==> config.mk <==
export PLATFORM = sky130hd
export DESIGN_NAME = mux2_pipe_flat
export DESIGN_NICKNAME = d
export VERILOG_FILES = /design/src/rtl/mux2_pipe_if.sv /design/src/rtl/mux2_pipe.sv /design/src/flat_wrapper.sv
export SDC_FILE = /design/constraint.sdc
export NUM_CORES = 1
export LEC_CHECK = 0
export ABC_AREA = 1
export CAP_MARGIN = 10
export CORE_AREA = 2 2 39 41
export DETAILED_ROUTE_END_ITERATION = 16
export DIE_AREA = 0 0 41 43
export PLACE_DENSITY = 0.67
export REMOVE_ABC_BUFFERS = 1
export SYNTH_ARGS = -nofsm -noshare
export SYNTH_HDL_FRONTEND = slang
export SYNTH_SLANG_ARGS = --single-unit
==> constraint.sdc <==
create_clock -name clk -period 3.8 [get_ports clk]
set_input_delay 0.38 -clock clk [delete_from_list [all_inputs] [get_ports clk]]
set_output_delay 0.38 -clock clk [all_outputs]
set_load 0.02 [all_outputs]
==> src/rtl/mux2_pipe_if.sv <==
// Stream bundle for mux2_pipe: two producer streams, a select, and one consumer stream.
// The slave modport is the selector's view; the master modport is the producers' and consumer's view.
interface mux2_pipe_if #(
    parameter int WIDTH = 1
);
    logic [WIDTH-1:0] a;
    logic             a_valid;
    logic             a_ready;
    logic [WIDTH-1:0] b;
    logic             b_valid;
    logic             b_ready;
    logic             s;
    logic [WIDTH-1:0] o_comb;
    logic [WIDTH-1:0] o;
    logic             o_src;
    logic             o_valid;
    logic             o_ready;

    modport slave (
        input  a, a_valid, b, b_valid, s, o_ready,
        output a_ready, b_ready, o_comb, o, o_src, o_valid
    );

    modport master (
        output a, a_valid, b, b_valid, s, o_ready,
        input  a_ready, b_ready, o_comb, o, o_src, o_valid
    );
endinterface

==> src/rtl/mux2_pipe.sv <==
// 2:1 stream selector with a combinational tap and a 2-entry skid buffer.
// The buffer is a head register (drives o) plus one skid register behind it.
module mux2_pipe #(
    parameter int WIDTH = 1
) (
    input  logic        clk,
    input  logic        rst_n,
    mux2_pipe_if.slave  bus
);
    logic [WIDTH-1:0] r_head_data;
    logic             r_head_src;
    logic [WIDTH-1:0] r_skid_data;
    logic             r_skid_src;
    logic [1:0]       r_count;

    logic             w_ready;
    logic             w_sel_valid;
    logic [WIDTH-1:0] w_sel_data;
    logic             w_push;
    logic             w_pop;

    assign bus.o_comb = bus.s ? bus.b : bus.a;

    // Ready depends only on registered occupancy (and reset), never on o_ready.
    assign w_ready     = rst_n && (r_count < 2'd2);
    assign bus.a_ready = w_ready & ~bus.s;
    assign bus.b_ready = w_ready &  bus.s;

    assign w_sel_valid = bus.s ? bus.b_valid : bus.a_valid;
    assign w_sel_data  = bus.s ? bus.b : bus.a;
    assign w_push      = w_sel_valid & w_ready;
    assign w_pop       = (r_count != 2'd0) & bus.o_ready;

    assign bus.o_valid = (r_count != 2'd0);
    assign bus.o       = r_head_data;
    assign bus.o_src   = r_head_src;

    always_ff @(posedge clk or negedge rst_n) begin
        if (!rst_n) begin
            r_head_data <= '0;
            r_head_src  <= 1'b0;
            r_skid_data <= '0;
            r_skid_src  <= 1'b0;
            r_count     <= 2'd0;
        end else begin
            case ({w_push, w_pop})
                2'b10: begin
                    if (r_count == 2'd0) begin
                        r_head_data <= w_sel_data;
                        r_head_src  <= bus.s;
                    end else begin
                        r_skid_data <= w_sel_data;
                        r_skid_src  <= bus.s;
                    end
                    r_count <= r_count + 2'd1;
                end
                2'b01: begin
                    // Popping the last beat leaves the head untouched so o holds.
                    if (r_count == 2'd2) begin
                        r_head_data <= r_skid_data;
                        r_head_src  <= r_skid_src;
                    end
                    r_count <= r_count - 2'd1;
                end
                2'b11: begin
                    if (r_count == 2'd1) begin
                        r_head_data <= w_sel_data;
                        r_head_src  <= bus.s;
                    end else begin
                        r_head_data <= r_skid_data;
                        r_head_src  <= r_skid_src;
                        r_skid_data <= w_sel_data;
                        r_skid_src  <= bus.s;
                    end
                end
                default: ;
            endcase
        end
    end
endmodule

==> src/flat_wrapper.sv <==
// flat-port wrapper written by rule: the top's interface ports become plain ports
module mux2_pipe_flat 
#(
    parameter int WIDTH = 1
)
  (clk, rst_n, bus_a, bus_a_valid, bus_b, bus_b_valid, bus_s, bus_o_ready, bus_a_ready, bus_b_ready, bus_o_comb, bus_o, bus_o_src, bus_o_valid);
  mux2_pipe_if #(.WIDTH(WIDTH)) bus_i ();
  input  logic clk;
  input  logic rst_n;
  input wire logic [$bits(bus_i.a)-1:0] bus_a;
  input wire logic [$bits(bus_i.a_valid)-1:0] bus_a_valid;
  input wire logic [$bits(bus_i.b)-1:0] bus_b;
  input wire logic [$bits(bus_i.b_valid)-1:0] bus_b_valid;
  input wire logic [$bits(bus_i.s)-1:0] bus_s;
  input wire logic [$bits(bus_i.o_ready)-1:0] bus_o_ready;
  output wire logic [$bits(bus_i.a_ready)-1:0] bus_a_ready;
  output wire logic [$bits(bus_i.b_ready)-1:0] bus_b_ready;
  output wire logic [$bits(bus_i.o_comb)-1:0] bus_o_comb;
  output wire logic [$bits(bus_i.o)-1:0] bus_o;
  output wire logic [$bits(bus_i.o_src)-1:0] bus_o_src;
  output wire logic [$bits(bus_i.o_valid)-1:0] bus_o_valid;
  assign bus_i.a = bus_a;
  assign bus_i.a_valid = bus_a_valid;
  assign bus_i.b = bus_b;
  assign bus_i.b_valid = bus_b_valid;
  assign bus_i.s = bus_s;
  assign bus_i.o_ready = bus_o_ready;
  assign bus_a_ready = bus_i.a_ready;
  assign bus_b_ready = bus_i.b_ready;
  assign bus_o_comb = bus_i.o_comb;
  assign bus_o = bus_i.o;
  assign bus_o_src = bus_i.o_src;
  assign bus_o_valid = bus_i.o_valid;
  mux2_pipe #(.WIDTH(WIDTH)) u_core (.clk(clk), .rst_n(rst_n), .bus(bus_i));
endmodule
## Word-level counts from Yosys, hierarchy flattened

Cells that the tools add are included.

| word-level totals | value |
|---|---|
| register bits after elaboration | 6 |
| latch bits | 0 |
| RAM bits | 0 |
| bits in read-only memories | 0 |
| bits of input ports | 8 |
| output and inout bits | 6 |
| word-level logic and storage cells | 47 |
| memories | 0 |

| operators by class | value |
|---|---|
| $add $sub $neg | 2 |
| multipliers | 0 |
| divide/modulo/power cells | 0 |
| $lt $le $gt $ge | 1 |
| eq/ne operators | 9 |
| shift operators | 0 |
| muxes and demuxes | 17 |
| bitwise gates (word level) | 5 |
| reduce and logical (&&, ||, !) cells | 8 |

Operator list:

| cell | count |
|---|---|
| 2-to-1 mux 1 bit | 12 |
| equality test 2 bit, second input constant | 3 |
| case mux 1 bit (3 select lines) | 2 |
| AND reduction 3 bit | 2 |
| nonzero test 2 bit | 3 |
| bitwise AND 1 bit | 4 |
| equality test 2 x 1 -> 1 bit, second input constant | 2 |
| inequality test 2 x 1 -> 1 bit, second input constant | 2 |
| inequality test 2 bit, second input constant | 2 |
| case mux 1 bit (2 select lines) | 2 |
| case mux 2 bit (2 select lines) | 1 |
| nonzero test 3 bit | 1 |
| adder 2 x 1 -> 2 bit, second input constant | 1 |
| logical NOT 2 bit | 1 |
| less-than comparator 2 bit, second input constant | 1 |
| subtractor 2 x 1 -> 2 bit, second input constant | 1 |
| logical AND 1 bit | 1 |
| NOT 1 bit | 1 |

## Depth between registers and ports, before layout

Gate-level depths: netlist of run 1.

| depth | value |
|---|---|
| depth in word-level cells | 6 |
| depth in mapped cells | 12 |
| gate-level depth less buffers | 12 |

## Worst setup path after synthesis of run 1

No wires, ideal clock.

| timing path | value |
|---|---|
| kind | register -> register |
| start | register u_core.r_count[0] |
| end | register u_core.r_head_data (netlist: u_core.bus.o) |
| library setup time | 0.116 ns |
| arrival time | 1.436 ns |
| data required time | 3.684 ns |
| slack | 2.247 ns |
| cell stages (with the launch flop) | 13 |
| buffers on the path | 0 |
| clock period less this slack | 1.553 ns |
| cell sequence | dfrtp_1 inv_1 ha_1 inv_2 nand2_2 inv_1 ha_1 nand2_1 nand3_1 nand2_1 nand2_1 nand2_1 nand2_1 |

| between the ends | value |
|---|---|
| elaborated cells between the ends (all ways) | 17 |
| classes of those cells | order compare (1); eq/ne (7); mux (2); bitwise (2); reduce/logical (5) |

RTL lines:

| item | line | source |
|---|---|---|
| start, declared | mux2_pipe.sv:14 | `logic [1:0] r_count;` |
| start signal, assigned | mux2_pipe.sv:55 | `r_count <= r_count + 2'd1;` |
| start signal, assigned | mux2_pipe.sv:63 | `r_count <= r_count - 2'd1;` |
| nonzero test 2 bit (*) | n/a |  |
| named net bus_o_valid | flat_wrapper.sv:21 | `output wire logic [$bits(bus_i.o_valid)-1:0] bus_o_valid;` |
| bitwise AND 1 bit (*) | mux2_pipe.sv:32 | `assign w_pop = (r_count != 2'd0) & bus.o_ready;` |
| equality test 2 x 1 -> 1 bit / equality test 2 bit (equally long branches) | mux2_pipe.sv:46 | `case ({w_push, w_pop})` |
| inequality test 2 x 1 -> 1 bit (no source line) / nonzero test 3 bit (equally long branches) | n/a |  |
| AND reduction 3 bit (no source line) | n/a |  |
| end signal, assigned | mux2_pipe.sv:49 | `r_head_data <= w_sel_data;` |
| end signal, assigned | mux2_pipe.sv:60 | `r_head_data <= r_skid_data;` |
| end signal, assigned | mux2_pipe.sv:67 | `r_head_data <= w_sel_data;` |
| end, declared | mux2_pipe.sv:10 | `logic [WIDTH-1:0] r_head_data;` |

The timed path passes the listed nets; every way through them passes the cells marked *.
A chain may end at the register's enable or synchronous reset.

## Final worst setup path of run 1

| timing path | value |
|---|---|
| start | input rst_n |
| end | output bus_b_ready |

| between the ends | value |
|---|---|
| word-level cells in the longest chain between the ends | 2 |

Ends and longest elaborated chain:

| item | line | source |
|---|---|---|
| start, declared | flat_wrapper.sv:9 | `input logic rst_n;` |
| logical AND 1 bit | mux2_pipe.sv:25 | `assign w_ready = rst_n && (r_count < 2'd2);` |
| bitwise AND 1 bit | mux2_pipe.sv:27 | `assign bus.b_ready = w_ready & bus.s;` |
| end, declared | flat_wrapper.sv:17 | `output wire logic [$bits(bus_i.b_ready)-1:0] bus_b_ready;` |

No other way between the ends.

==> out/qor.txt, run 1 <==
period utilization: 60.6%
CTS root buffer: clkbuf_4
TritonCTS Buffers: 3
Worst EP arrival: 1.92 ns
met2 routed WL: 469 um
number of nets still failing antenna checks after routing: 0
post-synthesis sequential area ratio: 29.9%
Cell variety after synth: 15
Synthesis Warnings: 0
Critical Path, Cell by Cell: clkdlybuf4s50_1 -> nand2_1 -> nor2_1 -> clkdlybuf4s50_1
share of layout cells above drive strength 1: 13.5%
first-pass GRT wire length: 1.54 mm
wl on met1: 436 um
Max clock buf depth: 2
worst min path class: in2async
clk_lat worst skew: 0.24 ns
area delta synth->final: 34.3%
CP delay by family, top: buffers and inverters
row count: 14
Post-CTS Setup Bufs: 0
largest net degree at the start of global routing: 8
Max stage delay on crit path: 0.66 ns
RSZ-0062 raised after global routing: no
DR WL/cell: 9.03 um
Most common cell on crit path: clkdlybuf4s50_1
initial core utilization: 36.3%
pins over their slew limit: 0
DR iter-0 viols: 8
Clock Skews: 0.00405 ns
Fin. Hold Viols: 0
Synth Instances: 73
number of global-route vias before repair: 399
Worst Setup Start Kind: primary input
Pre-antenna DRT Iters: 4
I/O pins: 14
gpl congestion: 0.706
Static Leak: 0.349 nW
Placed Area: 653 um2
IO Port Bufs: 13
worst endpoint required time: 3.42 ns
crit path capture type: output port
hold buffers post-CTS: 0
post-CTS sizing: 0
Max Used Layer: met4
die footprint: 1760 um2
# setup viols final: 0
WS Path Type: in2out
register bit total from synthesis: 6
post-synthesis cell area: 503 um2
slowest CP cell: clkdlybuf4s50_1
Finished Cell Area: 676 um2
met3 routed WL: 27 um
WP buf/inv: 2
Ant. Diodes: 0
Syn Area/Cell: 6.89 um2
outcome: complete, no violations
gr ovfl total: 0
crit path time final: 2.30 ns
Die Span Y: 43 um
dpl hpwl: 803 um
routed vias/inst: 4.50
Worst Tran Pin Value: 0.329 ns
max cap viols: 0
Slew Limit Headroom: 78.0%
maximum clock frequency: 434 MHz
DRC Markers: 0
Clock transition at path regs: 0.05 ns
H-tree depth: 1
die width: 41 um
worst vdd ir: 183 uV
total wire length: 948 um
routed via count: 473
CTS tree: built
layout net count: 107
antenna violations before repair: 0
PwrDens: 596 nW/um2
GRT Overall Usage: 13.1%
CTS sink cnt: 6
crit path max fanout: 7
Setup TNS Final: 0 ns
Core Area: 1380 um2
==> final timing paths <==
path | to | slack (ns) | startpoint | cells after the start
max in group asynchronous | u_core.r_count[1] | 3.15 | rst_n | 1
min in group clk | u_core.r_skid_data | 0.47 | u_core.r_skid_data | 2
max | bus_b_ready | 1.50 | rst_n | 4
min | u_core.r_skid_src | 0.40 | rst_n | 1
min reg2reg | u_core.r_skid_data | 0.47 | u_core.r_skid_data | 2
max reg2reg | u_core.bus.o_src | 2.12 | u_core.r_count[0] | 12
==> layout by cell type (no fill, tap or decap) <==
| cell | instances |
|---|---|
| nor2_2 | 1 |
| nand2_2 | 3 |
| a21oi_2 | 1 |
| inv_2 | 4 |
| dfrtp_1 | 6 |
| nand3_1 | 2 |
| nand2_1 | 27 |
| o21ai_0 | 1 |
| inv_1 | 8 |
| a21oi_1 | 1 |
| o211ai_1 | 1 |
| ha_1 | 8 |
| nor2_1 | 7 |
| clkbuf_4 | 3 |
| o21ai_1 | 2 |
| clkdlybuf4s50_1 | 13 |
| xnor2_1 | 1 |
==> power by group <==
group	internal [W]	switching, W
clock	0.0000357	0.0000229
combinational	0.000102	0.000131
sequential	0.0000935	0.0000167
==> logic make-up (layout without fill, tap and decap cells) <==
family	after synthesis	after routing	synth area share (%)
adders and majority gates	8	8	19.9
buffers and inverters	12	28	8.95
and+or+nand+nor	40	40	32.3
xor gates and xnor gates	1	1	1.74
AOI/OAI and AO/OA	6	6	7.21
DFF	6	6	29.8
==> cells in the mapped netlist <==
cell | number | area [um2]
o21ai_1 | 2 | 10.0
nor2_2 | 1 | 6.26
o21ai_0 | 1 | 5.00
nand3_1 | 2 | 10.0
inv_1 | 8 | 30.0
nor2_1 | 7 | 26.3
ha_1 | 8 | 100
dfrtp_1 | 6 | 150
nand2_2 | 3 | 18.8
nand2_1 | 27 | 101
o211ai_1 | 1 | 7.51
inv_2 | 4 | 15.0
a21oi_2 | 1 | 8.76
xnor2_1 | 1 | 8.76
a21oi_1 | 1 | 5.00
==> sequential cells by signal, summed over array words and instances (netlist names) <==
register / count
u_core.r_skid_src: 1
u_core.r_skid_data: 1
u_core.bus.o_src: 1
u_core.bus.o: 1
u_core.r_count: 2
==> layer usage <==
metal  track usage (%)  up-vias
met5                 0        -
met4              8.00        0
met3              3.14        2
met2              19.4        6
met1              16.1      211
li1                  -      254
==> worst register-to-register path: stages (launching register included) <==
cell     delay (ns)
dfrtp_1        0.38
inv_1          0.11
ha_1           0.17
inv_2          0.06
nand2_2        0.10
inv_1          0.09
ha_1           0.23
nand2_1        0.11
nand3_1        0.09
nand2_1        0.07
nand2_1        0.05
nand2_1        0.05
nand2_1        0.04
==> through the flow <==
step	std cells	util, %	total power, W	hold slack [ns]	setup slack [ns]
6_report	105	48.8	0.000402	0.401	1.50
5_1_grt	105	48.8	0.000450	0.416	1.40
4_1_cts	105	48.8	0.000408	0.402	1.48
3_5_place_dp	102	47.2	0.000348	0.460	1.48
3_3_place_gp	102	47.2	0.000341	0.459	1.49
2_1_floorplan	73	-	0.000275	0.0844	2.25
==> cell type report <==
cell class	instances	area [um2]
fill	146	708
multi-input combinational	55	308
sequential	6	150
timing repair buffer	13	130
inverter	12	45.0
clock buffer	3	22.5
tap	16	20.0
Power figures use the tool's default switching activity.
==> inputs of run 2 (changes only) <==
- clock period: 3.8 -> 2.35 ns (I/O delays scaled with it)
==> run 2 against run 1 <==
Net effect: global-route usage grew 2.3 points; clock-buffer cell count is the same; sequential cell count is the same; sequential share of layout area shrank 0.24 points; critical path type unchanged; largest cell class unchanged; largest power group unchanged.
==> out/qor.txt, run 2 (synthesized netlist as in run 1, its figures left out) <==
crit path capture type: output port
Post-CTS Setup Bufs: 0
R2R setup slack: 0.68 ns
Max clock buf depth: 2
TritonCTS Buffers: 3
max FFs per register: 2
IO Port Bufs: 13
commonest non-fill, non-tap cell in the layout: nand2_1
Worst EP arrival: 1.65 ns
outcome: complete, no violations
CTS sink cnt: 6
dpl hpwl: 873 um
share of layout cells above drive strength 1: 14.4%
worst min path class: in2async
max cap viols: 0
die width: 41 um
CTS tree: built
die footprint: 1760 um2
first-pass GRT wire length: 1.75 mm
row count: 14
number of global-route vias before repair: 485
Static Leak: 0.354 nW
period utilization: 80.1%
gpl congestion: 0.770
post-CTS sizing: 0
PwrDens: 959 nW/um2
final hold slack: 0.306 ns
DRC Markers: 0
total wire length: 1.03 mm
worst endpoint required time: 2.12 ns
layout net count: 108
clk_lat worst skew: 0.25 ns
Clock Skews: 0.000207 ns
hold buffers post-CTS: 0
gr ovfl total: 0
worst vdd ir: 334 uV
I/O pins: 14
Clock transition at path regs: 0.05 ns
H-tree depth: 1
final setup margin: 0.468 ns
routed via count: 470
Slew Limit Headroom: 84.9%
Setup TNS Final: 0 ns
Core Area: 1380 um2
GRT Overall Usage: 15.4%
Fin. Hold Viols: 0
Finished Cell Area: 683 um2
number of nets still failing antenna checks after routing: 0
Worst Tran Pin Value: 0.226 ns
area delta synth->final: 35.8%
Placed Area: 661 um2
CTS root buffer: clkbuf_4
most frequent cells in the layout: nand2_1, clkdlybuf4s50_1, inv_1, ha_1, nor2_1
worst slack, placed: 0.425 ns
fin cells: 106
routed vias/inst: 4.43
largest net degree at the start of global routing: 7
crit path max fanout: 5
Ant. Diodes: 0
initial core utilization: 36.3%
Die Span Y: 43 um
DR iter-0 viols: 2
placed cells: 103
pins over their slew limit: 0
maximum clock frequency: 531 MHz
crit path time final: 1.88 ns
antenna violations before repair: 0
Pre-antenna DRT Iters: 2
# setup viols final: 0
DR WL/cell: 9.73 um
Reg with most FFs: u_core.r_count
RSZ-0062 raised after global routing: no
Worst Setup Start Kind: primary input
WS Path Type: in2out
-- run 2: cell types whose count changed in the layout (fill, tap and decap cells not counted) --
| cell | previous run | this run |
|---|---|---|
| buf_4 | 0 | 1 |
-- run 2: worst max-delay path: stages --
cell	delay (ns)
clkdlybuf4s50_1	0.58
inv_2	0.09
nor2_1	0.12
clkdlybuf4s50_1	0.62
-- run 2: layout make-up --
cell class	count	area, um2
Sequential cell	6	150
Clock buffer	3	22.5
Inverter	12	45.0
Multi-Input combinational cell	55	308
Tap cell	16	20.0
Fill cell	141	701
Timing Repair Buffer	14	138
-- run 2: routing by layer --
metal | vias to the layer above | routed length (um) | part of all wire [%] | GRT usage, %
met1 | 198 | 454 | 44 | 15.3
li1 | 254 | - | - | -
met3 | 7 | 38 | 3.7 | 5.24
met5 | - | 0 | 0 | 0
met4 | 0 | 44 | 4.3 | 12.7
met2 | 11 | 493 | 48 | 24.1
-- run 2: power by group --
group	switching [W]	leakage (nW)	internal, W
combinational	0.000214	0.266	0.000166
clock	0.0000400	0.0138	0.0000580
sequential	0.0000265	0.0742	0.000151
total	0.000280	0.354	0.000375
-- run 2: path summary, 6_finish.rpt --
check                                      to  cells after the start          startpoint
max                               bus_b_ready                      4               bus_s
min                         u_core.r_skid_src                      2               rst_n
max reg2reg                  u_core.bus.o_src                     12   u_core.r_count[0]
min reg2reg                u_core.r_skid_data                      2  u_core.r_skid_data
max in group asynchronous   u_core.r_count[1]                      2               rst_n
min in group clk           u_core.r_skid_data                      2  u_core.r_skid_data
-- run 2: stage by stage --
| step | utilization [%] | power, W |
|---|---|---|
| floorplan | - | 0.000444 |
| global placement | 47.7 | 0.000556 |
| detailed placement | 47.7 | 0.000562 |
| CTS | 49.4 | 0.000664 |
| global route | 49.4 | 0.000725 |
| finish | 49.4 | 0.000655 |
